===== src/rtl/rgb_capture.sv =====
// RGB pixel capture: packs incoming video into 16-bit words and writes
// complete slices into a ring of IMAGES_IN_RAM slots in external RAM.
module rgb_capture #(
    parameter int IMG_W                = 80,
    parameter int IMG_H                = 48,
    parameter int IMAGES_IN_RAM        = 3,
    parameter int SLICES_BEFORE_STREAM = 1,
    parameter int RAM_ADDR_WIDTH       = 32,
    localparam int SLOT_W = (IMAGES_IN_RAM > 1) ? $clog2(IMAGES_IN_RAM) : 1
) (
    input  logic                      rgb_clk,
    input  logic                      rst,
    input  logic [23:0]               rgb,
    input  logic                      hsync,
    input  logic                      vsync,
    input  logic [1:0]                fmt,
    input  logic                      rgb_enable,
    output logic [RAM_ADDR_WIDTH-1:0] ram_addr,
    output logic [15:0]               ram_data,
    output logic                      write_enable,
    output logic                      stream_ready,
    output logic                      frame_done,
    output logic                      frame_error,
    output logic [SLOT_W-1:0]         last_slot
);

    localparam int IMAGE_SIZE = IMG_W * IMG_H;
    localparam int CNT_W      = $clog2(IMAGE_SIZE + 2);
    localparam int DONE_W     = $clog2(SLICES_BEFORE_STREAM + 1);

    localparam logic [CNT_W-1:0]          CNT_FULL   = CNT_W'(IMAGE_SIZE);
    localparam logic [CNT_W-1:0]          CNT_OVF    = CNT_W'(IMAGE_SIZE + 1);
    localparam logic [RAM_ADDR_WIDTH-1:0] SLICE_STEP = RAM_ADDR_WIDTH'(IMAGE_SIZE);
    localparam logic [SLOT_W-1:0]         SLOT_MAX   = SLOT_W'(IMAGES_IN_RAM - 1);
    localparam logic [DONE_W-1:0]         DONE_MAX   = DONE_W'(SLICES_BEFORE_STREAM);

    typedef enum logic [1:0] {
        IDLE,
        WAIT_SOF,
        CAPTURE
    } state_t;

    state_t                    state_q;
    logic [15:0]               pix_q;
    logic                      hs_q;
    logic                      vs_q;
    logic                      vs_prev_q;
    logic [1:0]                vs_valid_q;
    logic [1:0]                fmt_q;

    logic [CNT_W-1:0]          pix_cnt_q;
    logic                      ovf_q;
    logic [SLOT_W-1:0]         slot_q;
    logic [RAM_ADDR_WIDTH-1:0] base_q;
    logic [DONE_W-1:0]         done_cnt_q;

    logic [RAM_ADDR_WIDTH-1:0] ram_addr_q;
    logic [15:0]               ram_data_q;
    logic                      write_enable_q;
    logic                      stream_ready_q;
    logic                      frame_done_q;
    logic                      frame_error_q;
    logic [SLOT_W-1:0]         last_slot_q;

    logic [15:0]               packed_d;
    logic [RAM_ADDR_WIDTH-1:0] addr_d;
    logic                      pixel_active;
    logic                      vs_rise;
    logic                      vs_fall;
    logic                      unused_rgb_lsbs;

    // Colour LSBs below the widest packing are truncated away.
    assign unused_rgb_lsbs = ^{rgb[18:16], rgb[9:8], rgb[2:0]};

    // Input stage keeps only the RGB565 bits; narrower formats are subsets.
    always_ff @(posedge rgb_clk or posedge rst) begin
        if (rst) begin
            pix_q      <= '0;
            hs_q       <= 1'b0;
            vs_q       <= 1'b0;
            vs_prev_q  <= 1'b0;
            vs_valid_q <= '0;
            fmt_q      <= '0;
        end else begin
            pix_q      <= {rgb[23:19], rgb[15:10], rgb[7:3]};
            hs_q       <= hsync;
            vs_q       <= vsync;
            vs_prev_q  <= vs_q;
            vs_valid_q <= {vs_valid_q[0], 1'b1};
            fmt_q      <= fmt;
        end
    end

    always_comb begin
        case (fmt_q)
            2'b01:   packed_d = {1'b0, pix_q[15:11], pix_q[10:6], pix_q[4:0]};
            2'b10:   packed_d = {4'b0, pix_q[15:12], pix_q[10:7], pix_q[4:1]};
            default: packed_d = pix_q;
        endcase
    end

    // A rise is only trusted once vs_prev_q holds a real sample, so a reset
    // in the middle of a frame cannot be mistaken for a start of frame.
    assign pixel_active = hs_q & vs_q;
    assign vs_rise      = vs_q & ~vs_prev_q & vs_valid_q[1];
    assign vs_fall      = ~vs_q & vs_prev_q;
    assign addr_d       = base_q + RAM_ADDR_WIDTH'(pix_cnt_q);

    always_ff @(posedge rgb_clk or posedge rst) begin
        if (rst) begin
            state_q        <= IDLE;
            pix_cnt_q      <= '0;
            ovf_q          <= 1'b0;
            slot_q         <= '0;
            base_q         <= '0;
            done_cnt_q     <= '0;
            ram_addr_q     <= '0;
            ram_data_q     <= '0;
            write_enable_q <= 1'b0;
            stream_ready_q <= 1'b0;
            frame_done_q   <= 1'b0;
            frame_error_q  <= 1'b0;
            last_slot_q    <= '0;
        end else begin
            write_enable_q <= 1'b0;
            frame_done_q   <= 1'b0;
            frame_error_q  <= 1'b0;

            case (state_q)
                IDLE: begin
                    if (rgb_enable) begin
                        state_q <= WAIT_SOF;
                    end
                end

                WAIT_SOF: begin
                    if (vs_rise) begin
                        state_q <= CAPTURE;
                    end
                end

                CAPTURE: begin
                    if (vs_fall) begin
                        pix_cnt_q <= '0;
                        ovf_q     <= 1'b0;
                        if (pix_cnt_q == CNT_FULL && !ovf_q) begin
                            frame_done_q <= 1'b1;
                            last_slot_q  <= slot_q;
                            if (slot_q == SLOT_MAX) begin
                                slot_q <= '0;
                                base_q <= '0;
                            end else begin
                                slot_q <= slot_q + SLOT_W'(1);
                                base_q <= base_q + SLICE_STEP;
                            end
                            if (done_cnt_q != DONE_MAX) begin
                                done_cnt_q <= done_cnt_q + DONE_W'(1);
                            end
                            if (done_cnt_q >= DONE_MAX - DONE_W'(1)) begin
                                stream_ready_q <= 1'b1;
                            end
                        end else begin
                            frame_error_q <= 1'b1;
                        end
                    end else if (pixel_active) begin
                        if (pix_cnt_q < CNT_FULL) begin
                            write_enable_q <= 1'b1;
                            ram_addr_q     <= addr_d;
                            ram_data_q     <= packed_d;
                            pix_cnt_q      <= pix_cnt_q + CNT_W'(1);
                        end else begin
                            ovf_q     <= 1'b1;
                            pix_cnt_q <= CNT_OVF;
                        end
                    end
                end

                default: state_q <= IDLE;
            endcase

            // Disable wins over everything above except the end-of-slice
            // pulses and last_slot, which were already committed this edge.
            if (!rgb_enable) begin
                state_q        <= IDLE;
                pix_cnt_q      <= '0;
                ovf_q          <= 1'b0;
                slot_q         <= '0;
                base_q         <= '0;
                done_cnt_q     <= '0;
                stream_ready_q <= 1'b0;
                write_enable_q <= 1'b0;
            end
        end
    end

    assign ram_addr     = ram_addr_q;
    assign ram_data     = ram_data_q;
    assign write_enable = write_enable_q;
    assign stream_ready = stream_ready_q;
    assign frame_done   = frame_done_q;
    assign frame_error  = frame_error_q;
    assign last_slot    = last_slot_q;

endmodule


===== config.mk =====
export PLATFORM = sky130hd
export DESIGN_NAME = rgb_capture
export DESIGN_NICKNAME = d
export VERILOG_FILES = /design/src/rtl/rgb_capture.sv
export SDC_FILE = /design/constraint.sdc
export NUM_CORES = 1
export LEC_CHECK = 0
export CORE_UTILIZATION = 45
export DETAILED_ROUTE_END_ITERATION = 10
export PLACE_DENSITY = 0.68
export SLEW_MARGIN = 15
export SYNTH_ARGS = -nofsm -noshare
export SYNTH_HDL_FRONTEND = slang
export SYNTH_SLANG_ARGS = --single-unit

===== constraint.sdc =====
create_clock -name rgb_clk -period 8.26 [get_ports rgb_clk]
set_input_delay 2.065 -clock rgb_clk [delete_from_list [all_inputs] [get_ports rgb_clk]]
set_output_delay 2.065 -clock rgb_clk [all_outputs]
set_load 0.005 [all_outputs]

# Yosys cells after proc, flatten, opt, wreduce, memory -nomap -nowiden
# Cells that the tools add are included.
dict set report totals {
  register_bits 127
  in_bits 31
  elab_cells 102
}
dict set report op_classes {
  n_addsub 5
  order_cmp 2
  n_eq_ne 14
  mux 45
  bitwise_logic 7
  reduce_logical 10
}
# cell n
set op_table {}
lappend op_table {{$mux 32} 5}
lappend op_table {{$mux 12} 5}
lappend op_table {{$add 32x12->32} 1}
lappend op_table {{$add 32x12->32 const B} 1}
lappend op_table {{$pmux 16 s2} 1}
lappend op_table {{$mux 1} 26}
lappend op_table {{$mux 2} 7}
lappend op_table {{$add 12x1->12 const B} 1}
lappend op_table {{$eq 12x12->1 const B} 1}
lappend op_table {{$lt 12x12->1 const B} 1}
lappend op_table {{$reduce_and 3->1} 3}
lappend op_table {{$ne 2x1->1 const B} 4}
lappend op_table {{$reduce_and 4->1} 2}
lappend op_table {{$eq 2x2->1 const B} 3}
lappend op_table {{$ne 3x3->1 const B} 2}
lappend op_table {{$pmux 2 s3} 1}
lappend op_table {{$and 1x1->1} 4}
lappend op_table {{$eq 2x1->1 const B} 2}
lappend op_table {{$reduce_and 2->1} 2}
lappend op_table {{$ne 3x1->1 const B} 1}
lappend op_table {{$not 1->1} 3}
lappend op_table {{$add 2x1->2 const B} 1}
lappend op_table {{$logic_not 2->1} 1}
lappend op_table {{$ne 2x2->1 const B} 1}
lappend op_table {{other kinds (4)} 4}

# Logic depth before layout (Yosys ltp)
# Gate-level depths: netlist of the first run.
dict set report depth {
  word_depth 6
  ltp_mapped 9
}

# Least setup slack after synthesis of the first run
# No wires, ideal clock.
dict set report synth_path {
  path_kind {input to register}
  start {input port rgb_enable}
  end {register base_q[17]}
  setup_ps 64
  arrival_time_ps 2891
  t_required_ps 8196
  setup_slack_ps 5305
  stages 5
  cell_sequence {o21ai_2 or2_4 buf_6 nor4_2 a21o_1}
}
dict set report synth_via {
  elab_chain_cells 2
  word_cells_on_any_way 5
}
# element line
set synth_rtl {}
lappend synth_rtl {{from (decl)} 17} ;# input logic rgb_enable,
lappend synth_rtl {{$ne 2x1->1 (no source line)} --}
lappend synth_rtl {{$reduce_and 3->1 (no source line)} --}
lappend synth_rtl {{to (signal assigned)} 154} ;# base_q <= base_q + SLICE_STEP;
lappend synth_rtl {{to (decl)} 54} ;# logic [RAM_ADDR_WIDTH-1:0] base_q;
# Several ways; a longest one is shown, not always the timed one.
# A chain may end at the register's enable or synchronous reset.

# Final worst setup path of the first run
dict set report layout_path {
  start {input port rgb_enable}
  end {register base_q[30]}
}
# The elaborated chain is that of the path after synthesis.

==> summary.md, run 1 <==
| Metric | Value |
|---|---|
| Ratio of cells with drive above 1 in the final layout | under 10% |
| CTS tree | built |
| Unique masters post-synth | 57 |
| Total negative slack | 0 ps |
| Row count | 40 |
| Clk_lat worst skew | between 400 and 500 ps |
| Compound-Gate Fraction of Synth Area | between 10 and 15% |
| Pre-antenna DRT Iters | 5 |
| DR WL met3 | roughly 1000 um |
| Max-slew headroom | 32.1% |
| Post-synth EDFFs | 0 |
| Die height | 115 um |
| Clock Path Buffers | 2 |
| Hold_ws | 345 ps |
| P per Cell Area | 215 nW/um^2 |
| ANT nets after route | 0 |
| Flop pwr share | about two fifths |
| Largest net degree at the start of global routing | 84 |
| Cell count after synthesis | 590 |
| Final Skew | 6.65 ps |
| Worst hold start | vs_valid_q[0] |
| Worst hold stages | 0 |
| Diode count | 0 |
| Combinational share of power | ~8.6% |
| Crit-path leading delay family | buffers and inverters |
| Max-Cap Viols | 0 |
| VDD IR max | 0.186 mV |
| Crit-path max cell delay | 800 ps |
| Synth Area in Adders | 2.19% |
| Met1 wire length | roughly 6000 um |
| H-tree levels | 4 |
| Worst-margin pin slew | between 1000 and 1500 ps |
| Synth Warn # | 0 |
| Residual DRC | 0 |
| Hold EP | vs_valid_q[1] |
| Critical path endpoint category | flop |
| Final Setup Violations | 0 |
| Most numerous cell in the Yosys netlist | dfrtp_1 |
| Crit share post-route | 44.8% |
| Die area | 13100 um^2 |
| Reg2Reg Depth | 7 |
| Post-CTS setup buffers | 0 |
| Vias/cell | 5.41 |
| Gpl congestion | 0.881 |
| Final worst path period need | around 3700 ps |
| Hold Vio Cnt, Final | 0 |
| Mapped Avg Cell Area | 9.68 um^2 |
| CTS Root Cell | clkbuf_16 |
| CP required | 8600 ps |
| Per-cell routed wire length | 15.3 um |
| Setup Crit Path Kind | in2reg |
| Ys flop type | dfrtp_1 |
| CP Cell Sequence | clkdlybuf4s50_1 -> o21ai_2 -> or2_4 -> or3_1 -> o21ai_1 |
| Die W | 115 um |
| Highest-delay cell along the critical path | clkdlybuf4s50_1 |
| Clock power frac | between 50% and 60% |
| Post-CTS sizing | 0 |
| Final HPWL DP | 8690 um |
| Post-synth ARST share | 100% |
| Fill cells | roughly 1100 |
| Outcome | completed |
| Reg2Reg Setup Slack | 5290 ps |
| Sw Share | 21.8% |
| Post-synthesis simple-gate area fraction | 22.0% |
| Mux share of post-synthesis cell area | less than 1% |
| Mapped Area | 5710 um^2 |
| Setup crit start kind | primary input |
| Register area share after synthesis | 51.7% |
| I/O pin count | 85 |
| Via count | 4531 |
| Top Layer Used | met4 |
| Top cells by count, synth | dfrtp_1, nand2_1, o21ai_0 |
| Number of buffers created by CTS | 17 |
| Final Util | 58.9% |
| Worst R2R End | base_q[30] |
| Final wirelength | 12800 um |
| PortBufs | 76 |
| Cts hold-fix bufs | 0 |
| Initial Utilization | ~47% |
| Met2 wire length | 5550 um |
| Worst hold path class | reg2reg |
| Total power | approximately 0.0015 W |
| Area delta synth->final | 25.9% |
| Largest family of logic cells by synthesized area | simple AND/OR/NAND/NOR gates |
| Critical R2R Launch | pix_cnt_q[0] |
| Clock sinks | 118 |
| Static leakage | 3.07 nW |
| Int Pwr | 0.00121 W |
| FF+latch count, synth | ~120 |
| First-pass GRT wire length | around 22000 um |
| Antenna violations before repair | 0 |
| Core ar. | 12200 um^2 |
| Largest fanout on the critical path | 23 |
| Post-synth top area cell | dfrtp_1 |
| Top cell type's share of synthesized area | between 50% and 60% |
| FMAX | 0.270 GHz |
| GRT Util Overall | 21.7% |
| RSZ-0062 raised after global routing | false |
| Psw | 0.000337 W |
| Layout Nets | 697 |
| Syn Nets | 631 |
| Arrival @ worst endpoint | around 4000 ps |
| Max Slew Vio Count | 0 |
| Synth area leaders | dfrtp_1, nand2_1, o21ai_0 |
| Starting DRT DRC Count | 322 |
| XOR/XNOR Fraction of Synth Area | 5.06% |
| Clock-pin slew on the worst setup and hold paths | 50 ps |
| Total global routing overflow | 0 |
| Vias in the first global route | 4281 |
| Buffers & Inverters on Critical Path | 1 |
## final cells by class
| cell class | instances | area, um^2 | area share, % |
|---|---|---|---|
| Timing Repair Buffer | 80 | 791 | 11.0 |
| Clock buffer | 19 | 453 | 6.30 |
| Multi-Input combinational cell | 421 | 2530 | 35.2 |
| Tap cell | 168 | 210 | 2.92 |
| Inverter | 18 | 70.1 | 0.975 |
| Sequential cell | 118 | 2950 | 41.1 |
| Clock inverter | 13 | 179 | 2.49 |
## state kept, by name, summed over array words and instances (netlist names), 12 cells and up
name,flops
ram_addr,32
base_q,24
pix_q,16
ram_data,16
pix_cnt_q,12
## power by group through the flow
stage | logic, W | clock network (W) | registers, W
floorplan | 0.0000484 | 0 | 0.000645
global placement | 0.000132 | 0 | 0.000645
detailed placement | 0.000135 | 0 | 0.000646
CTS | 0.000135 | 0.000795 | 0.000636
global route | 0.000148 | 0.000824 | 0.000640
finish | 0.000133 | 0.000778 | 0.000636
## cell usage in the layout (no fill, tap or decap), types with 11 or more instances in the layout
| master | netlist | layout |
|---|---|---|
| nand4_1 | 20 | 20 |
| nand3_1 | 23 | 23 |
| clkdlybuf4s50_1 | 0 | 76 |
| o21ai_0 | 57 | 56 |
| nor3_1 | 14 | 14 |
| dfrtp_1 | 118 | 118 |
| xnor2_1 | 11 | 11 |
| inv_1 | 18 | 17 |
| nand2_1 | 80 | 79 |
| a21oi_1 | 19 | 19 |
| xor2_1 | 22 | 22 |
| nor2_1 | 53 | 53 |
| clkbuf_16 | 0 | 17 |
## per-stage QoR
step                      area [um^2]  setup slack, ps  instances
after detailed placement         6560             4140        805
final                            7190             4560        837
after CTS                        7190             4580        837
after global routing             7190             4380        837
after floorplan                  5710             3070        590
after global placement           6560             4160        805
## worst max path at each step
stage | startpoint | end | depth (start not counted)
final | rgb_enable | base_q[30] | 5
after global routing | rgb_enable | base_q[31] | 5
after CTS | rgb_enable | base_q[30] | 5
after detailed placement | rgb_enable | base_q[30] | 5
after global placement | rgb_enable | base_q[30] | 5
after floorplan | rst | base_q[10] | 1
## cells by family after synthesis
kind of cell / after synthesis
AND/OR/NAND/NOR: 240
buffers and inverters: 51
adder cells (fa/ha/maj): 10
AO/OA/AOI/OAI: 132
other: 2
multiplexers: 4
XOR/XNOR: 33
flip-flops: 118
## layer usage
layer / vias up / global-route usage, %
li1: 2210 / -
met1: 2140 / 30.2
met2: 165 / 30.8
met3: 16 / 6.62
met4: 0 / 10.4
met5: - / 0
Note: power is estimated with default switching activity, not from simulation.
==> run 2, diff against run 1 <==
==> constraint.sdc (replaced) <==
create_clock -name rgb_clk -period 3.6 [get_ports rgb_clk]
set_input_delay 0.9 -clock rgb_clk [delete_from_list [all_inputs] [get_ports rgb_clk]]
set_output_delay 0.9 -clock rgb_clk [all_outputs]
set_load 0.005 [all_outputs]
==> run 2 against run 1 <==
Sequential power grew 130%. Flip-flop and latch count unchanged. Via count grew 1.4%. Critical endpoint is now base_q[12]. Highest routed layer unchanged.
==> summary.md, run 2 (synthesis gave the netlist of run 1 again) <==
| Metric | Value |
|---|---|
| Setup crit start kind | flop |
| Layout Nets | 701 |
| Post-CTS setup buffers | 0 |
| Critical path endpoint category | flop |
| Gpl congestion | around 0.88 |
| Total negative slack | 0 ps |
| Clock-pin slew on the worst setup and hold paths | 50 ps |
| Vias in the first global route | between 4000 and 5000 |
| Dpl ws | 969 ps |
| Outcome | completed |
| Row count | 40 |
| Setup Crit Path Kind | reg2reg |
| Worst hold path class | reg2reg |
| Pre-antenna DRT Iters | 5 |
| Clock power frac | a little over 50% |
| Arrival @ worst endpoint | 2580 ps |
| Ratio of cells with drive above 1 in the final layout | 8.94% |
| Antenna violations before repair | 0 |
| Core ar. | 12200 um^2 |
| CP required | roughly 4000 ps |
| CTS Root Cell | clkbuf_16 |
| Max-Cap Viols | 0 |
| Die height | 115 um |
| Final worst path period need | about 2300 ps |
| Final HPWL DP | around 9000 um |
| Area delta synth->final | 27.0% |
| Via count | around 4600 |
| Number of buffers created by CTS | 17 |
| I/O pin count | 85 |
| Worst R2R End | base_q[12] |
| Final cell count without fillers | ~840 |
| Per-cell routed wire length | 15.6 um |
| RSZ-0062 raised after global routing | false |
| Initial Utilization | 46.8% |
| Residual DRC | 0 |
| Final Setup Violations | 0 |
| Combinational share of power | 8.6% |
| Sw Share | a little over a fifth |
| Cts hold-fix bufs | 0 |
| Die area | 13100 um^2 |
| Flop pwr share | 40.7% |
| Int Pwr | roughly 0.0028 W |
| GRT Util Overall | 22.3% |
| Total global routing overflow | 0 |
| CP startpoint | pix_cnt_q[1] |
| Final wirelength | 13100 um |
| Diode count | 0 |
| Final Skew | 11.5 ps |
| Post-CTS sizing | 0 |
| Vias/cell | between 5 and 6 |
| Psw | 0.000759 W |
| Final WS setup | 1340 ps |
| Largest net degree at the start of global routing | 49 |
| Largest fanout on the critical path | 20 |
| Largest register FFs | 32 |
| Clock sinks | 118 |
| First-pass GRT wire length | ~22000 um |
| H-tree levels | 4 |
| Reg2Reg Depth | 8 |
| Reg2Reg Setup Slack | 1340 ps |
| P per Cell Area | 495 nW/um^2 |
| PortBufs | 76 |
| Clk_lat worst skew | 430 ps |
| Highest-delay cell along the critical path | and2_1 |
| ANT nets after route | 0 |
| VDD IR max | 0.343 mV |
| Critical R2R Launch | pix_cnt_q[1] |
| Placed Cells | 809 |
| Worst-margin pin slew | about 780 ps |
| Most common cell after layout, fill and taps aside | dfrtp_1 |
| Crit-path max cell delay | 610 ps |
| CTS tree | built |
| Die W | about 110 um |
| Hold Vio Cnt, Final | 0 |
| Crit share post-route | 62.9% |
| Clock Path Buffers | 2 |
| Max Slew Vio Count | 0 |
| CP Capture Point | base_q[12] |
| Static leakage | 3.09 nW |
| Max-slew headroom | 47.3% |
| Fill cells | between 1000 and 1500 |
| Commonest non-fill, non-tap cells in the layout | dfrtp_1, nand2_1, clkdlybuf4s50_1 |
| FMAX | 0.442 GHz |
| CP Cell Sequence | inv_1 -> ha_1 -> nor4b_4 -> nand4bb_1 -> buf_4 -> and2_1 -> o21ai_0 -> o31ai_1 |
| Starting DRT DRC Count | roughly 300 |
[run 2: cell count changes in the layout (fill, tap and decap cells not counted)]
cell	change
buf_12	+2
clkinv_4	-3
clkinv_2	-3
inv_4	-1
buf_4	+2
clkinvlp_4	+2
clkbuf_8	+3
[run 2: metrics by stage]
stage | total power, W | utilization (%) | cell area, um^2 | hold slack, ps
after global placement | 0.00179 | 54.2 | 6610 | 334
after CTS | 0.00363 | 59.4 | 7250 | 361
after global routing | 0.00374 | 59.4 | 7250 | 385
after detailed placement | 0.00180 | 54.2 | 6610 | 350
final | 0.00359 | 59.4 | 7250 | 358
after floorplan | 0.00159 | - | 5710 | 331
[run 2: worst min-delay path by stage]
stage	slack, ps	startpoint	end	depth (start not counted)
6_report	360	vs_valid_q[0]	vs_valid_q[1]	0
5_1_grt	380	vs_valid_q[0]	vs_valid_q[1]	0
4_1_cts	360	vs_valid_q[0]	vs_valid_q[1]	0
3_5_place_dp	350	vs_valid_q[0]	vs_valid_q[1]	0
3_3_place_gp	330	vs_valid_q[0]	vs_valid_q[1]	0
2_1_floorplan	330	vs_valid_q[0]	vs_valid_q[1]	0
[run 2: cell type report]
class,instances,area (um^2),share of cell area (%)
clock buffers,22,494,6.81
clock inverters,8,145,2.00
inverters,18,71.3,0.983
multi-input cells,421,2530,34.9
flip-flops and latches,118,2950,40.7
well taps,168,210,2.90
repair buffers,84,846,11.7
[run 2: critical path, delay by kind of cell, from the launching register on]
| family | cells | cell delay, ps |
|---|---|---|
| AO/OA/AOI/OAI | 2 | 300 |
| adder cells (fa/ha/maj) | 1 | 200 |
| buffers and inverters | 2 | 350 |
| flip-flops | 1 | 450 |
| AND/OR/NAND/NOR | 3 | 860 |
[run 2: power groups by stage]
stage | combinational [W] | clock, W | sequential, W
after floorplan | 0.000111 | 0 | 0.00148
after global placement | 0.000308 | 0 | 0.00148
after global routing | 0.000345 | 0.00192 | 0.00147
after CTS | 0.000314 | 0.00185 | 0.00146
final | 0.000308 | 0.00182 | 0.00146
after detailed placement | 0.000313 | 0 | 0.00148
[run 2: layer usage]
layer  GRT usage [%]  wire (um)  vias up
met5               0          0        -
met4            11.3        360        0
met3            6.62        887       21
met2            33.0       6080      151
met1            29.7       5800     2201
li1                -          -     2223
==> run 3, diff against run 2 <==
==> constraint.sdc (replaced) <==
create_clock -name rgb_clk -period 2.2 [get_ports rgb_clk]
set_input_delay 0.55 -clock rgb_clk [delete_from_list [all_inputs] [get_ports rgb_clk]]
set_output_delay 0.55 -clock rgb_clk [all_outputs]
set_load 0.005 [all_outputs]
==> run 3 against run 2 <==
Critical path depth decreased by 1. Power increased by 53%. Die area unchanged. Sequential power increased by 64%. Routed wire length increased by 2.8%. Clock-buffer cell count increased by 3. Core utilization increased by 1.2 points. Critical endpoint is now ram_addr[25]. Highest routed layer unchanged.
==> summary.md, run 3 (synthesis gave the netlist of run 1 again) <==
| Metric | Value |
|---|---|
| Critical path endpoint category | flop |
| Worst hold path class | reg2reg |
| Die W | between 100 and 150 um |
| PortBufs | 76 |
| Vias/cell | around 5.5 |
| Clock sinks | around 120 |
| CTS tree | built |
| Hold_ws | 358 ps |
| RSZ-0062 raised after global routing | false |
| Residual DRC | 0 |
| Final Skew | between 7 and 8 ps |
| I/O pin count | 85 |
| Outcome | completed |
| Antenna violations before repair | 0 |
| Largest fanout on the critical path | 13 |
| CTS Root Cell | clkbuf_16 |
| Hold Vio Cnt, Final | 0 |
| Layout Nets | 730 |
| Die area | 13100 um^2 |
| Final Setup Violations | 0 |
| Clk_lat worst skew | around 420 ps |
| H-tree levels | 4 |
| VDD IR max | about 0.46 mV |
| Largest net degree at the start of global routing | 85 |
| Row count | 40 |
| CP required | approximately 2600 ps |
| Arrival @ worst endpoint | 2480 ps |
| Ratio of cells with drive above 1 in the final layout | 12.6% |
| P per Cell Area | around 740 nW/um^2 |
| Crit share post-route | 96.9% |
| Vias in the first global route | 4717 |
| Static leakage | 3.20 nW |
| Worst-margin pin slew | 521 ps |
| Largest register FFs | 32 |
| Worst hold start | vs_valid_q[0] |
| Gpl congestion | 0.893 |
| Area delta synth->final | 29.7% |
| First-pass GRT wire length | roughly 23000 um |
| Total global routing overflow | 0 |
| Critical R2R Launch | pix_cnt_q[9] |
| Final worst path period need | 2130 ps |
| Number of buffers created by CTS | 17 |
| Total negative slack | 0 ps |
| Setup Crit Path Kind | reg2reg |
| Core ar. | 12200 um^2 |
| Pre-antenna DRT Iters | 5 |
| Commonest non-fill, non-tap cells in the layout | dfrtp_1, nand2_1, clkdlybuf4s50_1 |
| Setup crit start kind | flop |
| Post-CTS setup buffers | 0 |
| Max-Cap Viols | 0 |
| Die height | 115 um |
| FMAX | about 0.47 GHz |
| Max Slew Vio Count | 0 |
| Cts hold-fix bufs | 0 |
| Most common cell after layout, fill and taps aside | dfrtp_1 |
| Clock Path Buffers | 2 |
| Max-slew headroom | about two thirds |
| Final HPWL DP | 9430 um |
| Via count | 4756 |
| ANT nets after route | 0 |
| GRT Util Overall | around 23% |
| Initial Utilization | 46.8% |
| Clock-pin slew on the worst setup and hold paths | 50 ps |
| Starting DRT DRC Count | 253 |
| Per-cell routed wire length | 15.6 um |
| Diode count | 0 |
| Final wirelength | between 10000 and 15000 um |
| CP startpoint | pix_cnt_q[9] |
-- run 3: cell types whose count changed in the layout (fill, tap and decap cells not counted), sizes merged --
cell      delta
buf         +29
clkbuf       +3
clkinvlp     -2
bufinv       -3
clkinv       +1
-- run 3: per-layer routing --
| layer | wire, um | vias up | part of all wire (%) | GRT usage [%] |
|---|---|---|---|---|
| li1 | - | 2274 | - | - |
| met3 | 913 | 21 | 6.8 | 6.41 |
| met2 | 6320 | 169 | 47 | 35.2 |
| met1 | 5980 | 2292 | 44 | 29.7 |
| met5 | 0 | - | 0 | 0 |
| met4 | 278 | 0 | 2.1 | 10.4 |
-- run 3: area by class of cell --
class | count | area (um^2)
flip-flops and latches | 118 | 2950
fillers | 1048 | 4810
repair buffers | 113 | 1080
inverters | 18 | 71.3
well taps | 168 | 210
multi-input cells | 421 | 2540
clock buffers | 25 | 505
clock inverters | 4 | 45.0
-- run 3: where the power goes --
part           internal [W]  switching [W]  leakage (nW)
registers           0.00231      0.0000780          1.53
clock network       0.00167       0.000904         0.275
logic              0.000305       0.000215          1.40
total               0.00429        0.00120          3.20
-- run 3: path summary, 6_finish.rpt --
path,endpoint,slack (ps),cells after the start
worst min register to register,vs_valid_q[1],360,0
min in group asynchronous,pix_q[0],610,3
worst max-delay path,ram_addr[25],70,7
max in group asynchronous,base_q[8],1200,3
worst max register to register,ram_addr[25],70,7
worst min-delay path,vs_valid_q[1],360,0
-- run 3: worst max-delay path: stages (launching register included) --
cell and delay, ps:
dfrtp_1 440, ha_1 390, a21oi_1 120, o21ai_0 200
buf_4 230, nand3_1 150, or4_1 420, nand3_1 90
-- run 3: timing repair --
item | 4_1_cts | 5_1_grt
resized for setup | 0 | 3
setup endpoints to repair | 0 | 6
endpoints found under the hold margin | 0 | 0
-- run 3: metrics by stage --
step                instance area (um^2)  utilization [%]  cells  total power, W  setup WS, ps
CTS                                 7390             60.6    867         0.00554          92.9
detailed placement                  6840             56.0    838         0.00295           122
global route                        7400             60.6    867         0.00571          7.57
global placement                    6840             56.0    838         0.00294           143
finish                              7400             60.6    867         0.00548          67.6
floorplan                           5710                -    590         0.00261           204
